===== src/rtl/gn_collector.sv =====
// gn_collector: golden-nonce collection FIFO between the two hashing cores and
// the host output shift buffer. Every accepted golden_nonce_match is queued,
// including two matches in the same cycle (core 1 is written first). A flush
// from the new-work strobe discards queued nonces, since hashes produced while
// new work is loading are invalid. The newest two accepted nonces are also kept
// in latest_a/latest_b for the host frame.
//
// Ports:
//   hash_clk            core clock, rising edge
//   reset_n             asynchronous active-low reset
//   flush               single-cycle clear (loadnonce_d)
//   match_1 / nonce_1   golden nonce from core 1
//   match_2 / nonce_2   golden nonce from core 2
//   pop                 host read strobe, removes the head entry
//   dout                head entry (first-word-fall-through), 0 when empty
//   empty, count        occupancy
//   overflow            sticky drop indicator, cleared by reset or flush
//   latest_a/latest_b   newest and second-newest accepted nonce
module gn_collector #(
    parameter int DEPTHBITS = 3,
    parameter int NONCEW    = 32
) (
    input  logic                 hash_clk,
    input  logic                 reset_n,
    input  logic                 flush,
    input  logic                 match_1,
    input  logic [NONCEW-1:0]    nonce_1,
    input  logic                 match_2,
    input  logic [NONCEW-1:0]    nonce_2,
    input  logic                 pop,
    output logic [NONCEW-1:0]    dout,
    output logic                 empty,
    output logic [DEPTHBITS:0]   count,
    output logic                 overflow,
    output logic [NONCEW-1:0]    latest_a,
    output logic [NONCEW-1:0]    latest_b
);

    localparam int DEPTH = 1 << DEPTHBITS;

    logic [NONCEW-1:0]    mem [DEPTH];
    logic [DEPTHBITS-1:0] wptr;
    logic [DEPTHBITS-1:0] rptr;
    logic [DEPTHBITS-1:0] wptr_2;
    logic [DEPTHBITS+1:0] free;
    logic                 do_pop;
    logic                 acc_1;
    logic                 acc_2;
    logic                 drop;

    // A pop frees its slot for a push in the same cycle. Core 1 takes the
    // first free slot, so with one slot left only core 2 is dropped.
    always_comb begin
        do_pop = pop && (count != '0) && !flush;
        free   = (DEPTHBITS+2)'(DEPTH) - {1'b0, count} + (DEPTHBITS+2)'(do_pop);
        acc_1  = !flush && match_1 && (free != '0);
        acc_2  = !flush && match_2 &&
                 (acc_1 ? (free >= (DEPTHBITS+2)'(2)) : (free != '0));
        drop   = !flush && ((match_1 && !acc_1) || (match_2 && !acc_2));
        wptr_2 = acc_1 ? wptr + DEPTHBITS'(1) : wptr;
    end

    // Storage has no reset so it can map onto distributed RAM.
    always_ff @(posedge hash_clk) begin
        if (acc_1) mem[wptr]   <= nonce_1;
        if (acc_2) mem[wptr_2] <= nonce_2;
    end

    always_ff @(posedge hash_clk or negedge reset_n) begin
        if (!reset_n) begin
            wptr     <= '0;
            rptr     <= '0;
            count    <= '0;
            overflow <= 1'b0;
            latest_a <= '0;
            latest_b <= '0;
        end else if (flush) begin
            wptr     <= '0;
            rptr     <= '0;
            count    <= '0;
            overflow <= 1'b0;
            latest_a <= '0;
            latest_b <= '0;
        end else begin
            rptr  <= rptr + DEPTHBITS'(do_pop);
            wptr  <= wptr + DEPTHBITS'(acc_1) + DEPTHBITS'(acc_2);
            count <= count + (DEPTHBITS+1)'(acc_1) + (DEPTHBITS+1)'(acc_2)
                           - (DEPTHBITS+1)'(do_pop);
            if (drop) overflow <= 1'b1;
            if (acc_1 && acc_2) begin
                latest_b <= nonce_1;
                latest_a <= nonce_2;
            end else if (acc_1) begin
                latest_b <= latest_a;
                latest_a <= nonce_1;
            end else if (acc_2) begin
                latest_b <= latest_a;
                latest_a <= nonce_2;
            end
        end
    end

    // Read path depends only on registered state, never on match_*.
    assign empty = (count == '0);
    assign dout  = empty ? '0 : mem[rptr];

endmodule

===== config.mk =====
export PLATFORM = sky130hd
export DESIGN_NAME = gn_collector
export DESIGN_NICKNAME = d
export VERILOG_FILES = /design/src/rtl/gn_collector.sv
export SDC_FILE = /design/constraint.sdc
export NUM_CORES = 1
export LEC_CHECK = 0
export CORE_MARGIN = 3
export CORE_UTILIZATION = 30
export DETAILED_ROUTE_END_ITERATION = 8
export PLACE_DENSITY = 0.6
export RECOVER_POWER = 25
export SLEW_MARGIN = 5
export SYNTH_ARGS = -nofsm -noshare
export SYNTH_HDL_FRONTEND = slang
export SYNTH_SLANG_ARGS = --single-unit
export TNS_END_PERCENT = 20

===== constraint.sdc =====
create_clock -name hash_clk -period 6.25 [get_ports hash_clk]
set_input_delay 0.625 -clock hash_clk [delete_from_list [all_inputs] [get_ports hash_clk]]
set_output_delay 0.625 -clock hash_clk [all_outputs]
set_load 0.02 [all_outputs]

# Word level (Yosys, flattened, before mapping)
# Memories as Yosys holds them, arrays and structs flattened.
# Index checks and enable logic that the tools add are counted.
[op_classes]
n_addsub = 9
n_mul = 0
n_div = 0
n_lt_le_gt_ge = 1
eq_ne = 0
n_shift = 0
muxes = 20
n_bitwise = 0
reduce_logical = 19
[ops]
columns = ["operator", "count"]
rows = [
  ["$mux 32", 9],
  ["$logic_and 1x1->1", 10],
  ["$add 3x1->3", 3],
  ["$mux 3", 3],
  ["$add 4x1->4", 2],
  ["$reduce_bool 4->1", 2],
  ["$mux 1", 7],
  ["$add 5x1->5", 1],
  ["$ge 5x2->1 const B", 1],
  ["$reduce_bool 5->1", 1],
  ["$sub 4x4->5 const A", 1],
  ["$logic_not 4->1", 1],
  ["$mux 4", 1],
  ["$sub 4x1->4", 1],
  ["$add 3x1->3 const B", 1],
  ["$logic_not 1->1", 3],
  ["$reduce_bool 2->1", 1],
  ["$logic_or 1x1->1", 1],
]
[totals]
reg_bits = 75
latch_bits = 0
mem_bits_rw = 256
rom_bits = 0
inputBits = 70
out_inout_bits = 102
mem_count = 1
[mem_list]
columns = ["memory", "words", "word_bits", "read_ports", "rd_clocked_by_memory_dff", "wr", "line", "rtl"]
rows = [
  ["mem", 8, 32, 1, 0, 2, "41", "logic [NONCEW-1:0] mem [DEPTH];"],
]

# Depth between registers and ports, before layout
[depth]
ltp_word = 14
depth_mapped = 20
depth_no_buf = 19

# Worst setup path before layout
# Ideal clock, no wire load.
[synth_path]
kind = "input -> register"
startpoint = "input port flush"
endpoint = "memory mem[0][0] (enable)"
t_arrival_ps = 6073
t_required_ps = 5739
path_slack_ps = -334
cell_stages = 12
path_buffers = 4
cell_sequence = "clkbuf_1 -> clkbuf_1 -> clkbuf_1 -> or3b_2 -> ha_1 -> inv_1 -> ha_1 -> nor2b_1 -> a22oi_4 -> o31ai_2 -> buf_4 -> o41ai_1"
[synth_rtl]
columns = ["item", "line", "rtl"]
rows = [
  ["start, declared", "25", "input logic flush,"],
  ["end, declared", "41", ""],
]

==> results.tsv <==
stage	metric	value	unit
yosys	ys async rst share	22.66	%
final_layout	fin area	0.02081	mm^2
cts	clk_lat worst skew	550	ps
yosys	post-synth top area cell	edfxtp_1	
yosys	most frequent cell after synthesis	edfxtp_1	
die	Die W	244.8	um
yosys	Synth top cells by count	edfxtp_1, mux2_1, dfrtp_1	
grt	total global-route track usage	15.60	%
yosys	library cells used by synthesis	56	
die	I/O pin cnt	172	
placed_design	Post-Place Cells	1907	
timing	Final Critical Period	5204	ps
final_layout	Nets	1287	
die	Die Ht	244.8	um
run_status	status	finished, violations left	
final_layout	area of the multi-input gates	0.007101	mm^2
cts	worst-case clock buffer depth	3	
yosys	Primary FF master, synth	edfxtp_1	
die	initial core utilization	30.70	%
run_status	failing checks	capacitance limit, slew limit	
placed_design	post-place setup slack	1374	ps
timing	PnR worst setup slack	1046	ps
cts	root buffer cell	clkbuf_16	
yosys	FF+latch count, synth	331	
critical_path	crit-path cells	inv_1 -> ha_1 -> nor3b_1 -> or3b_2 -> ha_1 -> inv_1 -> ha_1 -> nor2b_1 -> a22oi_1 -> o31ai_2 -> clkbuf_1 -> inv_1 -> a22oi_1 -> nor3b_4 -> buf_4 -> o21bai_4 -> buf_4	
run	Max-Cap Viols	2	
placed_design	area post-placement	0.01960	mm^2
timing	Fin. Hold Viols	0	
critical_path	CP Class	reg2reg	
grt	largest net degree at the start of global routing	57	
cts	CTS tree	built	
yosys	sequential area share after synthesis	55.89	%
cts	Resize count post-CTS	0	
detailed_routing	met2 routed WL	22520	um
critical_path	Setup crit start kind	flop	
detailed_routing	initial drt markers	724	
yosys	post-synthesis instance area	0.01711	mm^2
detailed_routing	met1 WL	20860	um
timing	Setup-failing EPs final	0	
final_layout	fin cells	1979	
timing	Clock Skew	13.77	ps
placed_design	post-DP HPWL	29020	um
timing	fin. max-slew vios	71	
yosys	Yosys top cell area share	44.92	%
critical_path	CP Capture Type	flop	
grt	GRT overflow	0	
grt	number of antenna violations at the first check in global routing	1	
timing	worst-margin pin slew	2192	ps
timing	fin crit share	83.27	%
cts	Setup Fix Bufs, Post-CTS	0	
detailed_routing	Via-to-Cell Ratio	5.194	
detailed_routing	Final ANT Viol Nets	0	
placed_design	port bufs	171	
critical_path	critical path peak fanout	21	
timing	setup tns final	0	ps
die	# rows	86	
detailed_routing	via count	10278	
cts	H-Tree Depth	2	
yosys	Gate Count Post-Synth	1075	
placed_design	routability cong.	0.7443	
critical_path	data arrival time of the critical path	5460	ps
power	VDD IR max	176.4	uV
yosys	Post-Syn Nets	1160	
final_layout	layout cells sized above 1	20.98	%
final_layout	Area Overhead vs Synth	21.62	%
critical_path	CP peak stage delay	640	ps
critical_path	Critical-path top delay cell	clkbuf_1	
cts	CTS clock-pin slew for the worst setup and hold paths	60	ps
detailed_routing	DR WL/cell	23.72	um
detailed_routing	Remaining DRCs	0	
final_layout	fill cell count	5307	
timing	RSZ-0062 raised after global routing	false	
cts	clock sinks	331	
die	Core ar.	0.05574	mm^2
detailed_routing	final WL	46950	um
power	Leak	7.125	nW
yosys	number of synthesized flops with an enable pin	256	
detailed_routing	Pre-antenna DRT Iters	5	
detailed_routing	wire length on met3	2738	um
critical_path	WP data required	6510	ps
final_layout	Register Area	0.009573	mm^2
cts	CTS buffer count	40	
detailed_routing	highest routed layer	met5	
min_path	hold crit path type	in2reg	
yosys	synth top area cells	edfxtp_1, mux2_1, dfrtp_1	
grt	first-pass GRT wire length	70900	um
power	Final Total Pwr	8.052	mW
die	die area	0.05994	mm^2
timing	Slew HR	-46.13	%
grt	vias in the first global route	10917	
yosys	mean area per synthesized cell	15.92	um^2
yosys	YS warnings	0	
power	pwr/cell area	386.9	mW/mm^2
timing	highest clock rate	192.1	MHz
-- through the flow --
stage                     util (%)  hold WS [ps]
after floorplan                  -         329.4
after global placement       35.17         498.4
after detailed placement     35.17         500.9
after CTS                    37.40         448.3
after global routing         37.34         471.7
final                        37.34         462.0
-- worst paths after layout --
path / from / endpoint / slack, ps / depth (start not counted)
min in group asynchronous: reset_n / latest_b[29] / 950 / 2
max in group asynchronous: reset_n / rptr[1] / 3710 / 3
hold reg to reg: latest_b[31] / latest_b[31] / 500 / 1
setup / recovery: count[3] / mem[3][4] / 1050 / 17
setup reg to reg: count[3] / mem[3][4] / 1050 / 17
hold / removal: flush / count[2] / 460 / 2
-- placed cells by master, fill, tap and decap left out, drive strengths merged, types with 14 or more instances in the layout --
cell             n
dlygate4sd3     92
nor4b           65
mux2i           34
mux4            64
ha              14
edfxtp         256
buf             28
clkdlybuf4s50   78
a221o           64
clkbuf          61
nor2            48
mux2           256
dfrtp           75
-- critical path: cells and delay by family (launching register included) --
family / cells / cell delay, ps
buf+inv: 6 / 1670
compound gates: 4 / 1320
simple gates: 4 / 860
fa+ha+maj: 3 / 560
flops: 1 / 470
-- routing by layer --
metal	track usage [%]	vias to the layer above
li1	-	4565
met1	21.25	5365
met2	25.64	287
met3	3.179	59
met4	3.699	2
met5	0	-
-- state kept, by name (all words and copies together), names as in the netlist --
signal    count
mem         256
latest_a     32
latest_b     32
count         4
rptr          3
wptr          3
overflow      1
-- where the power goes --
part	total, mW	leakage (nW)	internal (mW)	switching [mW]
sequential	3.00	3.30	2.78	0.221
clock	2.25	0.596	1.34	0.907
combinational	2.80	3.23	1.20	1.60
total	8.05	7.12	5.32	2.73
-- timing repair --
action / CTS / global route
hold endpoints to repair: 23 / 0
setup endpoints to repair: 0 / 0
hold buffers: 1 / 0
-- area by class of cell --
type / instances / share of cell area (%)
diodes: 1 / 0.01202
clock buffers: 57 / 5.266
clock inverters: 13 / 0.6553
inverters: 11 / 0.1984
multi-input cells: 616 / 34.12
flip-flops and latches: 331 / 46.00
well taps: 748 / 4.497
repair buffers: 202 / 9.258
-- cell families after synthesis --
| kind of cell | share of synthesized area, % |
|---|---|
| AO/OA/AOI/OAI | 5.162 |
| XOR/XNOR | 0.5996 |
| adder cells (fa/ha/maj) | 1.199 |
| buffers and inverters | 3.217 |
| flip-flops | 55.89 |
| multiplexers | 27.26 |
| AND/OR/NAND/NOR | 6.676 |
Note: power is estimated with default switching activity, not from simulation.
